$ cat src/rtl/frame_scheduler.sv
// Frame scheduler: runs map drawer then sprite drawer per frame; fb_* mux is zero-latency, control pulses decode registered state.
// No backpressure: frame_start while busy is dropped with an overrun pulse. Define FRAME_TIMEOUT_EN to add the RUN-state abort watchdog.
module frame_scheduler #(
  parameter int TIMEOUT_CYCLES = 200000
) (
  input  logic        clk,
  input  logic        rst,
  input  logic        frame_start,
  output logic        map_start,
  input  logic        map_done,
  input  logic        map_we,
  input  logic [16:0] map_addr,
  input  logic [23:0] map_data,
  output logic        spr_start,
  input  logic        spr_done,
  input  logic        spr_we,
  input  logic [16:0] spr_addr,
  input  logic [23:0] spr_data,
  output logic        fb_we,
  output logic [16:0] fb_addr,
  output logic [23:0] fb_data,
  output logic        busy,
  output logic        frame_done,
  output logic        overrun,
  output logic        timeout,
  output logic [7:0]  frame_cnt
);

  typedef enum logic [2:0] {
    S_IDLE, S_MAP_START, S_MAP_RUN, S_SPR_START, S_SPR_RUN, S_DONE
  } state_t;

  state_t      r_state;
  state_t      w_next;
  logic        r_first_run;
  logic        r_overrun;
  logic [7:0]  r_frame_cnt;
  logic        w_run;
  logic        w_run_done;
  logic        w_abort;

  assign w_run = (r_state == S_MAP_RUN) || (r_state == S_SPR_RUN);
  // A drawer's done level is stale in the first RUN cycle, so it only counts afterwards.
  assign w_run_done = !r_first_run &&
                      (((r_state == S_MAP_RUN) && map_done) ||
                       ((r_state == S_SPR_RUN) && spr_done));

`ifdef FRAME_TIMEOUT_EN
  localparam int CW = $clog2(TIMEOUT_CYCLES + 1);
  logic [CW-1:0] r_to_cnt;
  logic          r_timeout;

  assign w_abort = w_run && !w_run_done && (r_to_cnt == CW'(TIMEOUT_CYCLES - 1));
  assign timeout = r_timeout;

  always_ff @(posedge clk) begin
    if (rst) begin
      r_to_cnt  <= '0;
      r_timeout <= 1'b0;
    end else begin
      if ((r_state == S_MAP_START) || (r_state == S_SPR_START)) begin
        r_to_cnt <= '0;
      end else if (w_run) begin
        r_to_cnt <= r_to_cnt + 1'b1;
      end
      if ((r_state == S_IDLE) && frame_start) begin
        r_timeout <= 1'b0;
      end else if (w_abort) begin
        r_timeout <= 1'b1;
      end
    end
  end
`else
  logic w_unused_timeout_param;
  assign w_unused_timeout_param = (TIMEOUT_CYCLES > 0);
  assign w_abort = 1'b0;
  assign timeout = 1'b0;
`endif

  always_ff @(posedge clk) begin
    if (rst) begin
      r_state     <= S_IDLE;
      r_first_run <= 1'b0;
      r_overrun   <= 1'b0;
      r_frame_cnt <= 8'd0;
    end else begin
      r_state     <= w_next;
      r_first_run <= (r_state == S_MAP_START) || (r_state == S_SPR_START);
      r_overrun   <= frame_start && (r_state != S_IDLE);
      // An aborted frame still passes through DONE but is not counted.
      if ((r_state == S_DONE) && !timeout) begin
        r_frame_cnt <= r_frame_cnt + 8'd1;
      end
    end
  end

  always_comb begin
    w_next     = r_state;
    map_start  = 1'b0;
    spr_start  = 1'b0;
    frame_done = 1'b0;
    fb_we      = 1'b0;
    fb_addr    = 17'd0;
    fb_data    = 24'd0;
    unique case (r_state)
      S_IDLE: begin
        if (frame_start) w_next = S_MAP_START;
      end
      S_MAP_START: begin
        map_start = 1'b1;
        fb_we     = map_we;
        fb_addr   = map_addr;
        fb_data   = map_data;
        w_next    = S_MAP_RUN;
      end
      S_MAP_RUN: begin
        fb_we   = map_we;
        fb_addr = map_addr;
        fb_data = map_data;
        if (w_run_done)   w_next = S_SPR_START;
        else if (w_abort) w_next = S_DONE;
      end
      S_SPR_START: begin
        spr_start = 1'b1;
        fb_we     = spr_we;
        fb_addr   = spr_addr;
        fb_data   = spr_data;
        w_next    = S_SPR_RUN;
      end
      S_SPR_RUN: begin
        fb_we   = spr_we;
        fb_addr = spr_addr;
        fb_data = spr_data;
        if (w_run_done || w_abort) w_next = S_DONE;
      end
      S_DONE: begin
        frame_done = 1'b1;
        w_next     = S_IDLE;
      end
      default: w_next = S_IDLE;
    endcase
  end

  assign busy      = (r_state != S_IDLE);
  assign overrun   = r_overrun;
  assign frame_cnt = r_frame_cnt;

endmodule

$ cat config.mk
export PLATFORM = sky130hd
export DESIGN_NAME = frame_scheduler
export DESIGN_NICKNAME = d
export VERILOG_FILES = /design/src/rtl/frame_scheduler.sv
export SDC_FILE = /design/constraint.sdc
export NUM_CORES = 1
export LEC_CHECK = 0
export CAP_MARGIN = 20
export CORE_MARGIN = 10
export CORE_UTILIZATION = 25
export CTS_CLUSTER_DIAMETER = 150
export DETAILED_ROUTE_END_ITERATION = 7
export HOLD_SLACK_MARGIN = 0.15
export PLACE_DENSITY = 0.93
export SYNTH_ARGS = -nofsm -noshare
export SYNTH_HDL_FRONTEND = slang
export SYNTH_SLANG_ARGS = --single-unit
export TNS_END_PERCENT = 30
$ cat constraint.sdc
create_clock -name clk -period 1.9 [get_ports clk]
set_input_delay 0.19 -clock clk [delete_from_list [all_inputs] [get_ports clk]]
set_output_delay 0.19 -clock clk [all_outputs]
set_load 0.02 [all_outputs]
==> results of run 1 <==
-- layout by cell type, fill, tap and decap left out --
master | netlist | final
a2111oi_0 | 1 | 1
a21o_1 | 1 | 1
a21oi_1 | 5 | 5
a22o_1 | 42 | 42
a311oi_1 | 1 | 1
and3b_1 | 2 | 2
buf_12 | 0 | 2
buf_2 | 1 | 10
buf_4 | 6 | 7
buf_6 | 6 | 1
clkbuf_1 | 1 | 1
clkbuf_2 | 0 | 20
clkbuf_8 | 0 | 3
clkdlybuf4s15_2 | 0 | 12
clkdlybuf4s50_1 | 0 | 100
conb_1 | 1 | 1
dfxtp_1 | 13 | 12
dfxtp_2 | 0 | 1
dlymetal6s2s_1 | 0 | 1
ha_1 | 1 | 1
inv_1 | 2 | 2
mux2i_1 | 1 | 1
nand2_1 | 2 | 2
nand2b_1 | 1 | 1
nand3_1 | 1 | 1
nand3b_1 | 1 | 1
nand3b_4 | 1 | 1
nand4_1 | 2 | 2
nand4b_1 | 1 | 1
nor2_1 | 7 | 6
nor2_2 | 0 | 1
nor2b_1 | 2 | 2
nor3_1 | 1 | 1
o21ai_0 | 3 | 3
o31ai_1 | 2 | 2
or3_1 | 4 | 4
or4_1 | 2 | 2
xnor2_1 | 1 | 1
xor2_1 | 2 | 2
-- cells in the mapped netlist (all sizes together) (2+ instances only) --
cell / count
nor2: 7
inv: 2
xor2: 2
or3: 4
nand2: 2
dfxtp: 13
nor2b: 2
a22o: 42
buf: 13
a21oi: 5
and3b: 2
nand3b: 2
o31ai: 2
nand4: 2
or4: 2
o21ai: 3
-- how the worst max path moves through the flow --
stage	from	to	slack, ns	depth (start not counted)
after floorplan	r_state[0]	fb_addr[0]	0.31	6
after global placement	r_state[1]	fb_addr[15]	-0.0002	5
after detailed placement	r_state[1]	fb_addr[15]	-0.04	5
after CTS	r_state[1]	fb_data[8]	-0.007	5
after global routing	r_state[2]	fb_data[11]	-0.03	5
final	r_state[1]	fb_addr[13]	0.05	5
-- report_power, final --
| part | total [mW] | switching (mW) | internal (mW) |
|---|---|---|---|
| sequential | 0.296 | 0.0104 | 0.286 |
| combinational | 1.13 | 0.584 | 0.543 |
| clock | 0.253 | 0.105 | 0.148 |
| total | 1.68 | 0.699 | 0.978 |
-- what timing repair did --
action / 4_1_cts / 5_1_grt
gates cloned: 0 / 0
hold endpoints to repair: 0 / 0
buffers inserted: 0 / 0
resized for setup: 106 / 33
setup endpoints to repair: 42 / 43
-- state kept, by name, indices dropped and copies added, names as in the netlist --
| name | cells |
|---|---|
| frame_cnt | 8 |
| r_state | 3 |
| overrun | 1 |
| r_first_run | 1 |
-- area by class of cell --
class,instances,area (um2),share of cell area (%)
Clock buffer,4,45.0,1.84
Inverter,2,7.51,0.306
Multi-Input combinational cell,88,672,27.4
Sequential cell,13,262,10.7
Tap cell,50,62.6,2.55
Timing Repair Buffer,153,1400,57.2
-- layer usage --
layer  up-vias  wire length [um]  track usage, %
li1        750                 -               -
met4         0               131            5.84
met5         -                 0               0
met2        71              3280            29.2
met3        10               479            5.74
met1       672              2280            16.6
-- stage by stage --
step	instance area (um2)	worst slack [ns]	hold slack, ns
6_report	2450	0.0539	0.495
5_1_grt	2450	-0.0342	0.505
4_1_cts	2610	-0.00708	0.485
3_5_place_dp	2530	-0.0378	0.470
3_3_place_gp	2530	-0.000247	0.464
2_1_floorplan	1060	0.306	0.262
-- cell families after synthesis --
kind of cell,count (synthesis),synth area share (%)
AO/OA/AOI/OAI,55,42.3
AND/OR/NAND/NOR,27,16.0
buffers and inverters,16,12.2
flip-flops,13,24.6
XOR/XNOR,3,2.48
adder cells (fa/ha/maj),1,1.18
other,1,0.354
multiplexers,1,0.946
-- worst max-delay path, stage by stage (launching register included) --
cell	delay [ns]
dfxtp_2	0.34
and3b_1	0.19
a21o_1	0.20
buf_12	0.18
a22o_1	0.23
clkdlybuf4s15_2	0.26
==> impl_metrics.json, run 1 <==
{
  "drt_iter0_drc": 109,
  "rsz0062_at_grt": "yes",
  "synth_area_leaders": "a22o_1 (35%), dfxtp_1 (25%), buf_6 (6.4%)",
  "final_hold_viol_count": 0,
  "synth_ff_type": "dfxtp_1",
  "routabilityCongestion": 0.864,
  "end_kind": "output pin",
  "synth.distinct_cells": 31,
  "synth_nets": 207,
  "drt_pass1_iterations": 4,
  "wire_per_inst_um": 19.9,
  "finalClockSkew_ns": 0.00558,
  "cp.arrival_ns": 1.66,
  "synth_cells": 117,
  "outcome": "finished, final reports clean",
  "grt_pass1_vias": 1634,
  "path_class": "register to output pin",
  "grt_pass1_wl_mm": 9.32,
  "min_from": "frame_cnt[7]",
  "cts_inserted_buffers": 3,
  "place_inst": 306,
  "setup_viol": 0,
  "die_h_um": 85.1,
  "cts_hold_buf": 0,
  "tns_ns": 0,
  "core_region_area_mm2": 0.00406,
  "whs_endpoint": "frame_cnt[7]",
  "hold_path_class": "register to register",
  "die_w_um": 85.1,
  "power.total_mw": 1.68,
  "cts_tree": "done",
  "vdd_drop_max_mv": 0.259,
  "fin_cells": 310,
  "yosysTopAreaCell": "a22o_1",
  "nets": 351,
  "die_area_mm2": 0.00724,
  "grt_usage_pct": 16.1,
  "clkLatencyLatePin_ns": 0.25,
  "hpwl_mm": 5.33,
  "finish.utilization_pct": 60.4,
  "power.density_mw_per_mm2": 684,
  "initial_utilization_pct": 26.1,
  "overflow": 0,
  "htree_levels": 1,
  "yosysWarnings": 0,
  "n_fill_cell": 366,
  "p_leak_nw": 1.09,
  "area_delta_synth_final_pct": 132,
  "grt_start_max_net_pins": 43,
  "drive_above_1_share_pct": 22.3,
  "synth.top_cell.area_share_pct": 34.8,
  "required_ns": 1.71,
  "clockRootBuffer": "clkbuf_8",
  "antenna_found_initial": 0,
  "yosysSeqAreaShare_pct": 24.6,
  "timing.reg2reg.setup_slack_ns": 0.48,
  "port_buffers": 143,
  "finalCritPeriodShare_pct": 97.2,
  "fin_crit_ns": 1.85,
  "synthArstFlopShare_pct": 0,
  "slew_violations": 0,
  "cts.clk_slew.worst_paths_ns": 0.06,
  "cap_violations": 0,
  "drc_errors": 0,
  "num_rows": 23,
  "diodes": 0,
  "cts_sinks": 13,
  "worst-r2r-cell-count": 4,
  "startpoint_type": "register",
  "ant_nets": 0,
  "hold_path_depth": 2,
  "ys_ff_latch": 13,
  "rr_endpoint": "frame_cnt[5]",
  "synth_edf_count": 0,
  "io_pins": 145,
  "synth.cell_area_mm2": 0.00106,
  "fmax_mhz": 542,
  "vias_per_cell": 4.85,
  "wl_mm": 6.17,
  "r2r-start": "r_state[1]",
  "critical_path.max_fanout": 28,
  "vias": 1503,
  "avgSynthCellArea_um2": 9.05,
  "clockBufferDepth": 2
}
(Power assumes the default switching activity.)
==> run 2, diff against run 1 <==
--- a/config.mk
+++ b/config.mk
@@ -5,13 +5,14 @@
 export SDC_FILE = /design/constraint.sdc
 export NUM_CORES = 1
 export LEC_CHECK = 0
+export ABC_AREA = 1
 export CAP_MARGIN = 20
 export CORE_MARGIN = 10
-export CORE_UTILIZATION = 25
+export CORE_UTILIZATION = 28
 export CTS_CLUSTER_DIAMETER = 150
 export DETAILED_ROUTE_END_ITERATION = 7
 export HOLD_SLACK_MARGIN = 0.15
-export PLACE_DENSITY = 0.93
+export PLACE_DENSITY = 0.92
 export SYNTH_ARGS = -nofsm -noshare
 export SYNTH_HDL_FRONTEND = slang
 export SYNTH_SLANG_ARGS = --single-unit
==> impl_metrics.json, run 2 <==
{
  "hold_path_class": "input port to register",
  "critical_path.top_delay_family": "buffers and inverters",
  "synthArstFlopShare_pct": 0,
  "synth-xor-area-share_pct": 0.669,
  "hpwl_mm": 5.65,
  "synth_area_leaders": "dfxtp_1 (20%), nand2_1 (19%), inv_1 (17%)",
  "overflow": 0,
  "min_from": "frame_start",
  "max_stage_delay_ns": 0.35,
  "synth_compound_gate_area_share_pct": 24.5,
  "clkLatencyLatePin_ns": 0.24,
  "final_common_cell": "clkdlybuf4s50_1",
  "initial_utilization_pct": 29.5,
  "synth.cell_area_mm2": 0.00131,
  "rsz0062_at_grt": "yes",
  "cts_sinks": 13,
  "synth_nets": 317,
  "vias": 1904,
  "end_kind": "output pin",
  "design_area_mm2": 0.00272,
  "drive_above_1_share_pct": 20.9,
  "cp.arrival_ns": 1.66,
  "grt_pass1_wl_mm": 9.69,
  "synth.most_common_cell": "nand2_1",
  "yosysSeqAreaShare_pct": 19.9,
  "yosys-top-cells-count": "nand2_1 (65), inv_1 (58), o21ai_1 (30)",
  "die_h_um": 88.4,
  "crit_top_cell": "buf_4",
  "antenna_found_initial": 0,
  "synth_edf_count": 0,
  "post_cts.repair.setup_buffers": 0,
  "synth_top_family_by_area": "simple AND/OR/NAND/NOR gates",
  "outcome": "finished, final reports clean",
  "largest_reg_flops": 8,
  "area_delta_synth_final_pct": 108,
  "pre_cts_ws_ns": -0.177,
  "power.density_mw_per_mm2": 1090,
  "synth.distinct_cells": 24,
  "vdd_drop_max_mv": 0.705,
  "wl_mm": 6.68,
  "cap_violations": 0,
  "hold-worst-slack_ns": 0.498,
  "power.total_mw": 2.97,
  "cp_slowest_cell": "dfxtp_2",
  "routabilityCongestion": 0.879,
  "place_area_mm2": 0.00283,
  "num_rows": 24,
  "p_leak_nw": 1.38,
  "synth.top_cell.area_share_pct": 19.9,
  "cts_hold_buf": 0,
  "grt_usage_pct": 15.7,
  "path_class": "register to output pin",
  "cts_inserted_buffers": 3,
  "path_buf_inv": 4,
  "ant_nets": 0,
  "startpoint_type": "register",
  "drc_errors": 0,
  "yosysTopAreaCell": "dfxtp_1",
  "critical_path.max_fanout": 5,
  "setup_ws_ns": 0.0530,
  "n_fill_cell": 400,
  "diodes": 0,
  "clockRootBuffer": "clkbuf_8",
  "cts.clk_slew.worst_paths_ns": 0.05,
  "crit_path_cell_trace": "buf_4 -> inv_2 -> nand3_2 -> nand2_4 -> buf_4 -> nand2_1 -> o21ai_1 -> clkdlybuf4s15_1",
  "io_pins": 145,
  "r2r-start": "r_state[1]",
  "yosys.area_share.simple_pct": 29.0,
  "muxShareOfSynthArea_pct": 0,
  "clockBufferDepth": 2,
  "required_ns": 1.71,
  "die_area_mm2": 0.00781,
  "regArea_um2": 262,
  "grt_start_max_net_pins": 35,
  "htree_levels": 1,
  "slew_violations": 0,
  "synth_fa_ha_area_share_pct": 0.955,
  "synth_cells": 227,
  "port_buffers": 143,
  "avgSynthCellArea_um2": 5.77,
  "wire_per_inst_um": 15.5,
  "multi_input_area_um2": 748,
  "setup_viol": 0,
  "die_w_um": 88.4,
  "finalClockSkew_ns": 0.00196,
  "nets": 469,
  "crit_start": "r_state[2]",
  "core_region_area_mm2": 0.00444,
  "fin_crit_ns": 1.85,
  "grt_pass1_vias": 1842,
  "cts_tree": "done",
  "fmax_mhz": 541,
  "drt_iter0_drc": 34,
  "synth_ff_type": "dfxtp_1",
  "yosysWarnings": 0,
  "finalCritPeriodShare_pct": 97.2,
  "ys_ff_latch": 13,
  "mostFrequentLayoutCells": "clkdlybuf4s50_1 (98), nand2_1 (65), inv_1 (58)",
  "vias_per_cell": 4.43,
  "final_hold_viol_count": 0,
  "drt_pass1_iterations": 4
}
run 2: cell count changes after synthesis, moves of 3 or more:
cell     previous run  this run
nand2_1             2        65
inv_1               2        58
a22o_1             42         0
o21ai_1             0        30
o21ai_2             0        10
nand3_1             1         7
buf_4               6         1
or3_1               4         0
o21ai_0             3         6
run 2: timing repair:
action                     in CTS  in global routing
gates cloned                    0                  1
gates resized for setup       122                 48
setup endpoints to repair      45                 42
pin swaps                       0                  1
run 2: worst register-to-register path, stage by stage (launching register included):
cell	delay (ns)
dfxtp_1	0.33
inv_1	0.12
buf_4	0.15
nand3_4	0.11
nor2_4	0.14
nand3_1	0.09
o21ai_0	0.15
nor2_1	0.06
run 2: path summary, 6_finish.rpt:
kind | to | slack (ns) | cells after the start
max | fb_data[13] | 0.05 | 8
min | overrun | 0.50 | 3
max reg2reg | frame_cnt[7] | 0.66 | 7
min reg2reg | frame_cnt[5] | 0.51 | 2
run 2: stage by stage:
step | cells | util, % | setup TNS, ns
final | 430 | 61.2 | 0
after CTS | 429 | 65.0 | -0.0268
after global placement | 424 | 63.2 | -14.27
after global routing | 430 | 61.2 | -0.0710
after detailed placement | 425 | 63.6 | -2.93
after floorplan | 227 | - | 0
run 2: power by group:
| part | switching, mW | total [mW] | leakage (nW) | internal, mW |
|---|---|---|---|---|
| Combinational | 1.43 | 2.40 | 1.25 | 0.968 |
| Sequential | 0.0231 | 0.328 | 0.106 | 0.305 |
| Clock | 0.0992 | 0.247 | 0.0228 | 0.148 |
| Total | 1.55 | 2.97 | 1.38 | 1.42 |
run 2: kinds of logic (layout without fill, tap and decap cells):
logic type,Yosys count,in the layout
simple gates,88,88
compound gates,54,54
other cells,1,1
buf+inv,69,220
xor+xnor,1,1
fa+ha+maj,1,1
flops,13,13
run 2: layout make-up:
type	instances	area share [%]
multi-input combinational	145	27.5
sequential	13	9.62
clock buffer	4	1.66
tap	52	2.39
inverter	59	8.15
timing repair buffer	157	50.7
run 2: metal layers:
layer | GRT usage [%] | vias to the layer above | share of wire, %
li1 | - | 986 | -
met4 | 3.38 | 0 | 2.5
met3 | 4.60 | 12 | 8.3
met1 | 15.9 | 828 | 38
met2 | 30.9 | 78 | 51
met5 | 0 | - | 0
==> run 3, diff against run 2 <==
--- a/config.mk
+++ b/config.mk
@@ -12,7 +12,7 @@
 export CTS_CLUSTER_DIAMETER = 150
 export DETAILED_ROUTE_END_ITERATION = 7
 export HOLD_SLACK_MARGIN = 0.15
-export PLACE_DENSITY = 0.92
+export PLACE_DENSITY_LB_ADDON = 0.2
 export SYNTH_ARGS = -nofsm -noshare
 export SYNTH_HDL_FRONTEND = slang
 export SYNTH_SLANG_ARGS = --single-unit
==> impl_metrics.json, run 3 (synthesized netlist as in run 2, its figures left out) <==
{
  "outcome": "finished, final reports clean",
  "fin_cells": 429,
  "worst-r2r-cell-count": 8,
  "finalCritPeriodShare_pct": 99.6,
  "vdd_drop_max_mv": 0.657,
  "critical_path.max_fanout": 35,
  "cts_hold_buf": 0,
  "power.total_mw": 2.87,
  "final_common_cell": "clkdlybuf4s50_1",
  "place_inst": 425,
  "dr_wl_met3_um": 820,
  "die_w_um": 88.4,
  "path_class": "register to output pin",
  "routabilityCongestion": 0.858,
  "die_area_mm2": 0.00781,
  "power.density_mw_per_mm2": 1040,
  "tns_ns": 0,
  "cp.arrival_ns": 1.70,
  "die_h_um": 88.4,
  "grt_pass1_vias": 1774,
  "drive_above_1_share_pct": 15.9,
  "finalClockSkew_ns": 0.00131,
  "overflow": 0,
  "largest_reg_flops": 8,
  "cts.clk_slew.worst_paths_ns": 0.05,
  "drt_iter0_drc": 49,
  "antenna_found_initial": 0,
  "fmax_mhz": 529,
  "cap_violations": 0,
  "post_cts.repair.setup_buffers": 0,
  "p_leak_nw": 1.37,
  "initial_utilization_pct": 29.5,
  "area_delta_synth_final_pct": 111,
  "ant_nets": 0,
  "setup_viol": 0,
  "htree_levels": 1,
  "design_area_mm2": 0.00276,
  "core_region_area_mm2": 0.00444,
  "timing.reg2reg.setup_slack_ns": 0.57,
  "port_buffers": 143,
  "startpoint_type": "register",
  "grt_usage_pct": 15.2,
  "clockBufferDepth": 2,
  "diodes": 0,
  "final_hold_viol_count": 0,
  "slew_violations": 0,
  "cts_sinks": 13,
  "min_from": "frame_cnt[5]",
  "drt_pass1_iterations": 4,
  "place_area_mm2": 0.00283,
  "wl_mm": 6.35,
  "wl_met2_mm": 3.12,
  "hpwl_mm": 5.47,
  "cts_inserted_buffers": 3,
  "rsz0062_at_grt": "yes",
  "hold_path_class": "register to register",
  "hold_path_depth": 2,
  "required_ns": 1.71,
  "highest_layer": "met4",
  "pre_cts_ws_ns": -0.0489,
  "cts_tree": "done",
  "setup_ws_ns": 0.00808,
  "hold-worst-slack_ns": 0.501,
  "rr_endpoint": "frame_cnt[7]",
  "fin_crit_ns": 1.89,
  "vias": 1858,
  "r2r-start": "r_state[1]",
  "drc_errors": 0,
  "wire_per_inst_um": 14.8,
  "mostFrequentLayoutCells": "clkdlybuf4s50_1 (98), nand2_1 (65), inv_1 (58)",
  "grt_start_max_net_pins": 36,
  "wl_met1_mm": 2.38,
  "clockRootBuffer": "clkbuf_8",
  "num_rows": 24,
  "io_pins": 145,
  "nets": 468,
  "vias_per_cell": 4.33,
  "grt_pass1_wl_mm": 9.34,
  "whs_endpoint": "frame_cnt[5]",
  "finish.utilization_pct": 62.2,
  "clkLatencyLatePin_ns": 0.24,
  "end_kind": "output pin"
}
==> run 3: metal layers <==
metal / up-vias / global-route usage, %
met5: - / 0
met4: 0 / 2.64
met3: 4 / 5.79
met2: 86 / 28.4
li1: 983 / -
met1: 785 / 15.8
==> run 3: worst max path at each step <==
stage / cells past startpoint / to / startpoint / slack, ns
2_1_floorplan: 4 / fb_addr[11] / r_state[1] / 0.21
3_3_place_gp: 6 / fb_data[3] / r_state[1] / -0.04
3_5_place_dp: 6 / fb_addr[4] / r_state[1] / -0.05
4_1_cts: 6 / fb_addr[11] / r_state[1] / 0.0001
5_1_grt: 6 / fb_data[16] / r_state[1] / -0.09
6_report: 6 / fb_addr[3] / r_state[1] / 0.008
==> run 3: cell type report <==
type	count	area [um2]
Fill cell	420	1680
Timing Repair Buffer	156	1450
Multi-Input combinational cell	145	727
Sequential cell	13	260
Inverter	59	221
Tap cell	52	65.1
Clock buffer	4	45.0
==> run 3: worst max-delay path, stage by stage (launching register included) <==
cell,delay [ns]
dfxtp_1,0.36
inv_1,0.08
nor3_2,0.27
a21oi_4,0.07
buf_12,0.19
o21ai_1,0.16
clkdlybuf4s15_1,0.33
==> run 3: what timing repair did <==
item                                    CTS  global route
resized for setup                        66            38
hold endpoints to repair                  0             0
endpoints found under the setup margin   44            43
pin swaps                                 0             0
==> run 3: power breakdown <==
part | internal, mW | total (mW) | switching, mW | leakage, nW
clock | 0.148 | 0.246 | 0.0976 | 0.0228
combinational | 0.933 | 2.30 | 1.37 | 1.25
sequential | 0.304 | 0.325 | 0.0206 | 0.105
total | 1.39 | 2.87 | 1.49 | 1.37
